==> src/rtl/alu_arbiter.sv <==
// Two-port arbiter in front of one shared combinational ALU; one op in flight at a time.
// Define ALU_ARB_RR_EN for round-robin tie-breaking, otherwise port 0 has fixed priority.
module alu_arbiter #(
    parameter int WIDTH_MAG = 5
) (
    input  logic                      clk,
    input  logic                      reset_n,
    input  logic                      req0_valid,
    output logic                      req0_ready,
    input  logic [2**WIDTH_MAG-1:0]   req0_a,
    input  logic [2**WIDTH_MAG-1:0]   req0_b,
    input  logic                      req0_ic,
    input  logic [3:0]                req0_opcode,
    input  logic                      req1_valid,
    output logic                      req1_ready,
    input  logic [2**WIDTH_MAG-1:0]   req1_a,
    input  logic [2**WIDTH_MAG-1:0]   req1_b,
    input  logic                      req1_ic,
    input  logic [3:0]                req1_opcode,
    output logic [2**WIDTH_MAG-1:0]   alu_a,
    output logic [2**WIDTH_MAG-1:0]   alu_b,
    output logic                      alu_ic,
    output logic [3:0]                alu_opcode,
    input  logic [2**WIDTH_MAG-1:0]   alu_out,
    input  logic                      alu_oc,
    input  logic                      alu_oo,
    output logic                      resp0_valid,
    input  logic                      resp0_ready,
    output logic                      resp1_valid,
    input  logic                      resp1_ready,
    output logic [2**WIDTH_MAG-1:0]   resp_out,
    output logic                      resp_oc,
    output logic                      resp_oo,
    output logic [15:0]               op_count
);
    localparam int WIDTH = 2**WIDTH_MAG;

    typedef enum logic {IDLE, BUSY} state_t;

    state_t             state_reg;
    logic               owner_reg;
    logic               resp0_valid_reg;
    logic               resp1_valid_reg;
    logic [WIDTH-1:0]   resp_out_reg;
    logic               resp_oc_reg;
    logic               resp_oo_reg;
    logic [15:0]        op_count_reg;

    logic idle;
    logic grant1;
    logic accept;
    logic consume;

    assign idle = (state_reg == IDLE);

`ifdef ALU_ARB_RR_EN
    // Holds the port granted last; reset to 1 so port 0 wins the first tie.
    logic last_grant_reg;
    assign grant1 = req1_valid && (!req0_valid || !last_grant_reg);
`else
    assign grant1 = req1_valid && !req0_valid;
`endif

    assign req0_ready = idle && req0_valid && !grant1;
    assign req1_ready = idle && grant1;
    assign accept     = req0_ready || req1_ready;
    assign consume    = (state_reg == BUSY) && (owner_reg ? resp1_ready : resp0_ready);

    assign alu_a      = req1_ready ? req1_a      : (req0_ready ? req0_a      : '0);
    assign alu_b      = req1_ready ? req1_b      : (req0_ready ? req0_b      : '0);
    assign alu_ic     = req1_ready ? req1_ic     : (req0_ready ? req0_ic     : 1'b0);
    assign alu_opcode = req1_ready ? req1_opcode : (req0_ready ? req0_opcode : 4'd0);

    always_ff @(posedge clk or negedge reset_n) begin
        if (!reset_n) begin
            state_reg       <= IDLE;
            owner_reg       <= 1'b0;
            resp0_valid_reg <= 1'b0;
            resp1_valid_reg <= 1'b0;
            resp_out_reg    <= '0;
            resp_oc_reg     <= 1'b0;
            resp_oo_reg     <= 1'b0;
            op_count_reg    <= 16'd0;
`ifdef ALU_ARB_RR_EN
            last_grant_reg  <= 1'b1;
`endif
        end else begin
            case (state_reg)
                IDLE: begin
                    if (accept) begin
                        state_reg       <= BUSY;
                        owner_reg       <= grant1;
                        resp0_valid_reg <= !grant1;
                        resp1_valid_reg <= grant1;
                        resp_out_reg    <= alu_out;
                        resp_oc_reg     <= alu_oc;
                        resp_oo_reg     <= alu_oo;
`ifdef ALU_ARB_RR_EN
                        last_grant_reg  <= grant1;
`endif
                    end
                end
                BUSY: begin
                    // Result regs are left untouched so they stay stable under backpressure.
                    if (consume) begin
                        state_reg       <= IDLE;
                        resp0_valid_reg <= 1'b0;
                        resp1_valid_reg <= 1'b0;
                        op_count_reg    <= op_count_reg + 16'd1;
                    end
                end
                default: state_reg <= IDLE;
            endcase
        end
    end

    assign resp0_valid = resp0_valid_reg;
    assign resp1_valid = resp1_valid_reg;
    assign resp_out    = resp_out_reg;
    assign resp_oc     = resp_oc_reg;
    assign resp_oo     = resp_oo_reg;
    assign op_count    = op_count_reg;

endmodule

==> config.mk <==
export PLATFORM = sky130hd
export DESIGN_NAME = alu_arbiter
export DESIGN_NICKNAME = d
export VERILOG_FILES = /design/src/rtl/alu_arbiter.sv
export SDC_FILE = /design/constraint.sdc
export NUM_CORES = 1
export LEC_CHECK = 0
export CAP_MARGIN = 20
export CELL_PAD_IN_SITES_DETAIL_PLACEMENT = 0
export CELL_PAD_IN_SITES_GLOBAL_PLACEMENT = 1
export CORE_AREA = 2 2 115 117
export DETAILED_ROUTE_END_ITERATION = 8
export DIE_AREA = 0 0 117 119
export DONT_BUFFER_PORTS = 1
export PLACE_DENSITY = 0.5
export SLEW_MARGIN = 20
export SYNTH_ARGS = -nofsm -noshare
export SYNTH_HDL_FRONTEND = slang
export SYNTH_SLANG_ARGS = --single-unit
==> constraint.sdc <==
create_clock -name clk -period 1.7 [get_ports clk]
set_clock_uncertainty 0.05 [all_clocks]
set_input_delay 0.51 -clock clk [delete_from_list [all_inputs] [get_ports clk]]
set_output_delay 0.51 -clock clk [all_outputs]
set_load 0.01 [all_outputs]
=== Word-level counts from Yosys, hierarchy flattened ===
Cells that the tools add are included.

* Add/sub/neg operators: 1
* Equal/unequal tests: 2
* Mux-type cells: 17
* Bitwise logic cells: 1
* Reduce and logical (&&, ||, !) cells: 11

{| class="wikitable"
|+ Operators by type and width
! kind !! number
|-
| $mux 32 || 4
|-
| $add 16x1->16 const B || 1
|-
| $mux 1 || 8
|-
| $mux 4 || 2
|-
| $pmux 1 s2 || 3
|-
| $reduce_and 2->1 || 3
|-
| $logic_and 1x1->1 || 5
|-
| $ne 2x1->1 const B || 2
|-
| $logic_not 1->1 || 2
|-
| $logic_or 1x1->1 || 1
|-
| $not 1->1 || 1
|}

* Register bits: 54
* Bits of input ports: 178
* Output and inout bits: 123

=== Depth between registers and ports, before layout ===
* Depth in word-level cells: 7
* Depth in mapped cells: 5

=== Worst setup path after synthesis ===
No wires, ideal clock.

* Kind: input to output
* Start: input port req0_valid
* End: output port alu_b[25]
* Data arrival time: 1.319 ns
* Slack: -0.179 ns
* Stages on the path: 4
* Path buffers: 2
* Cell sequence: nor3b_1 > clkbuf_1 > buf_2 > a22o_1

{| class="wikitable"
|+ RTL lines
! element !! RTL line !! text
|-
| start: declaration || 8 || <nowiki>input logic req0_valid,</nowiki>
|-
| $logic_not 1->1 || 61 || <nowiki>assign grant1 = req1_valid && !req0_valid;</nowiki>
|-
| $logic_and 1x1->1 || 61 ||
|-
| $logic_and 1x1->1 || 65 || <nowiki>assign req1_ready = idle && grant1;</nowiki>
|-
| named net req1_ready || 15 || <nowiki>output logic req1_ready,</nowiki>
|-
| $mux 32 || 70 || <nowiki>assign alu_b = req1_ready ? req1_b : (req0_ready ? req0_b : '0);</nowiki>
|-
| end: declaration || 21 || <nowiki>output logic [2**WIDTH_MAG-1:0] alu_b,</nowiki>
|}

The timed path passes the listed nets, and every way through them passes these cells.

=== Worst setup path after layout ===
* Start: register state_reg
* End: output port alu_opcode[2]

* Word-level cells in the longest chain between the ends: 5

{| class="wikitable"
|+ RTL lines
! element !! RTL line !! text
|-
| start: declaration || 40 || <nowiki>state_t state_reg;</nowiki>
|-
| start signal: assignment || 76 || <nowiki>state_reg <= IDLE;</nowiki>
|-
| start signal: assignment || 91 || <nowiki>state_reg <= BUSY;</nowiki>
|-
| start signal: assignment || 106 || <nowiki>state_reg <= IDLE;</nowiki>
|-
| $not 1->1 (no source line) (*) || -- ||
|-
| $logic_and 1x1->1 (2 in a row) || 64 || <nowiki>assign req0_ready = idle && req0_valid && !grant1;</nowiki>
|-
| $mux 4 || 72 || <nowiki>assign alu_opcode = req1_ready ? req1_opcode : (req0_ready ? req0_opcode : 4'd0);</nowiki>
|-
| $mux 4 (*) || 72 ||
|-
| end: declaration || 23 || <nowiki>output logic [3:0] alu_opcode,</nowiki>
|}

Every way passes the cells marked *; elsewhere a longest branch is shown, timed or not.

==> impl_summary.txt <==
----------------------------------------------------
[Run status]
  Outcome ... finished, violations left
  Failing checks ... hold timing, setup timing

[Placed design]
  Half-perimeter wire length of the detailed placement result ... 9.38 mm
  PortBufs ... 0
  DP Worst Slack ... -0.313 ns
  RePlAce Congestion ... 0.790

[STA]
  Worst hold margin ... -0.145 ns
  Worst-Margin Slew ... roughly 0.47 ns
  Fin crit share ... 1.24
  Highest achievable clock rate ... 474 MHz
  Final-report max-slew violation count ... 0
  Worst Setup Slack, final ... -0.409 ns
  Fin crit period ... between 2 and 2.5 ns
  Normalized max-slew margin ... 0.678
  # setup viols final ... a little over 70
  Unrepaired setup endpoints after global routing ... true
  Setup TNS ... -25.17 ns
  Final Hold Fails ... 54

[Worst setup path]
  Kind of capture point of the worst setup path ... output pin
  Critical Path AT ... 1.55 ns
  Destination of the worst register-to-register timing path ... op_count[4]$_DFFE_PN0P_
  Critical path required time ... 1.14 ns
  Worst Path Class, Setup ... reg -> out
  Largest stage delay on the critical path ... 0.44 ns
  Cell family with most CP delay ... flip-flops
  Length in cells of the worst reg-to-reg path ... 4
  Slowest CP cell ... dfrtp_2
  Logic depth of the worst setup path including buffers ... 5
  Crit path cell chain ... nor3b_4, buf_6, buf_12, a22o_1, buf_4
  Reg2Reg Launch Point ... owner_reg$_DFFE_PN0P_
  Buffers plus inverters on the worst setup path ... 3
  Register-to-Register Setup Slack ... 0.12 ns
  CP max FO ... 18
  Crit path launch type ... register

[Floorplan]
  Width of the die ... about 120 um
  Y dimension of the die ... 119 um
  Die area ... 13900 um2
  Starting utilization of the core area ... 0.222
  Placeable Area ... ~13000 um2
  I/O pin cnt ... about 300
  Row Count ... 42

[Clock tree]
  Insertion delay of the later-clocked pin in the worst-skew pair ... 0.29 ns
  Clock-pin slew on the worst setup and hold paths ... about 0.070 ns
  Clk Tree Root Cell ... clkbuf_16
  Number of clock buffers inserted by TritonCTS ... 5
  Clock net sink count ... 54
  Level count of the clock H-tree ... 2
  TritonCTS clock tree ... done
  Clk buf depth ... 2

[Layout]
  Final-stage net count ... about 450
  Area growth from synthesis to final layout ... 55.7%
  Flip-flop count of the largest register after layout ... 32
  Fill cell count ... 1270
  Leading cell types in the layout, fill and taps excluded ... a22o_4 (65), dfrtp_1 (53), mux2_2 (34)
  Layout cell share with drive strength beyond 1 ... 0.619
  Most common cell after layout, fill and taps aside ... a22o_4
  FF+latch area ... 1350 um2
  Diode count ... 0
  Area of combinational cells with multiple inputs ... 2020 um2

[Flow run]
  # Max-Cap Violations ... 0

[Route]
  Final ANT Viol Nets ... 0
  Residual DRC count ... 0
  Average via count per standard cell ... 5.14
  Detailed Route Iter0 Violations ... 96
  Vias ... 2308
  Detailed Routing Iterations Pass 1 ... 4
  Drt wl/cell ... 31.2 um
  Total length of routed wires ... 14.0 mm

[Pwr]
  IR Drop Worst-Case VDD ... between 0.7 and 0.8 mV
  Areal power density over the cells ... between 1500 and 2000 nW/um2
  Lkg Pwr ... 2.01 nW

[GRT]
  Total global routing overflow ... 0
  Antenna violations before repair ... 0
  Via count of the first global-routing pass ... 2352
  Global-route wire length before repair ... 16.7 mm
  Tot GR Track Use ... 0.172
  Largest net degree at the start of global routing ... 55

[Yosys]
  Seq/Total Area, Yosys ... 0.473
  Count of distinct cell types in the synthesized netlist ... 30
  Biggest area contributors in the synthesized netlist ... dfrtp_1 (47%), a22o_1 (21%), mux2_2 (13%)
  Share of the synthesized area in the top cell type ... 0.473
  Mean area per synthesized cell ... between 10 and 15 um2
  Cells after synthesis ... between 200 and 250
  Library cell with the largest summed area after synthesis ... dfrtp_1
  Ys Warns ... 0
  Post-Synthesis Net Count ... 412
  Post-synthesis instance area ... approximately 2900 um2
  Flip-flop and latch count after synthesis ... 54

[Worst hold path]
  Worst hold path class ... in -> async

----------------------------------------------------
==> cells in the mapped netlist <==
master,instances
nor2_1,1
and2_1,1
nor3b_1,1
a31o_2,1
nand4_1,5
buf_4,3
mux2i_4,1
inv_2,1
nand2b_1,2
and2b_1,1
nand2_1,15
inv_1,1
clkbuf_1,8
mux2_2,34
and3_1,1
o21ai_0,1
nor4_4,1
xnor2_1,11
o21bai_2,1
nor3_1,1
ha_1,1
nor4b_4,1
nor3_2,1
nand3_1,3
dfrtp_1,54
nand4_4,1
nor4_1,1
buf_2,7
a22o_1,69
xor2_1,4
==> stage by stage <==
stage	power (mW)	util	std cells	instance area [um2]
2_1_floorplan	4.03	-	233	2890
3_3_place_gp	4.64	0.248	410	3200
3_5_place_dp	4.67	0.248	410	3200
4_1_cts	6.52	0.303	430	3910
5_1_grt	7.24	0.346	449	4450
6_report	6.87	0.346	449	4450
==> worst reg2reg max path: cells and delay by family, from the launching register on <==
family                    cells  cell delay (ns)
muxes                         1             0.49
and+or+nand+nor               2             0.44
DFF                           1             0.40
xor gates and xnor gates      1             0.12
==> final cells by class <==
cell class	count	share of cell area
clock inverter	3	0.0107
multi-input combinational	159	0.453
clock buffer	5	0.0281
sequential	54	0.304
inverter	2	0.00337
tap	176	0.0495
timing repair buffer	50	0.152
==> report_power, final <==
part	total (mW)	internal (mW)	leakage (nW)	switching, mW
Combinational	3.23	1.79	1.27	1.43
Sequential	2.46	1.82	0.650	0.643
Clock	1.18	0.703	0.0844	0.479
Total	6.87	4.32	2.01	2.56
==> logic make-up (layout without fill, tap and decap cells) <==
kind of cell / after synthesis / count (layout) / share of synthesized area
fa+ha+maj: 1 / 1 / 0.00438
compound gates: 72 / 72 / 0.220
flops: 54 / 54 / 0.473
xor+xnor: 15 / 15 / 0.0459
mux: 35 / 35 / 0.142
buf+inv: 20 / 60 / 0.0333
simple gates: 36 / 36 / 0.0818
==> how the worst max path moves through the flow <==
stage,from,end,slack (ns)
3_5_place_dp,req0_valid,alu_opcode[1],-0.31
3_3_place_gp,req0_valid,alu_opcode[1],-0.27
4_1_cts,state_reg$_DFF_PN0_,alu_b[0],-0.44
2_1_floorplan,req1_valid,alu_a[0],-0.07
6_report,state_reg$_DFF_PN0_,alu_opcode[2],-0.41
5_1_grt,state_reg$_DFF_PN0_,alu_opcode[2],-0.48
==> what timing repair did <==
item                                    4_1_cts  5_1_grt
pin swaps                                     3       35
endpoints found under the setup margin       71       76
hold endpoints to repair                     54       54
buffers inserted                              6       14
cloned                                        6        7
gates resized for setup                      44       42
==> metal layers <==
layer / GRT usage / part of all wire / vias up
li1: - / - / 972
met2: 0.301 / 0.51 / 166
met5: 0 / 0 / -
met1: 0.208 / 0.39 / 1154
met4: 0.0456 / 0.020 / 0
met3: 0.0438 / 0.075 / 16
Note: power is estimated with default switching activity, not from simulation.
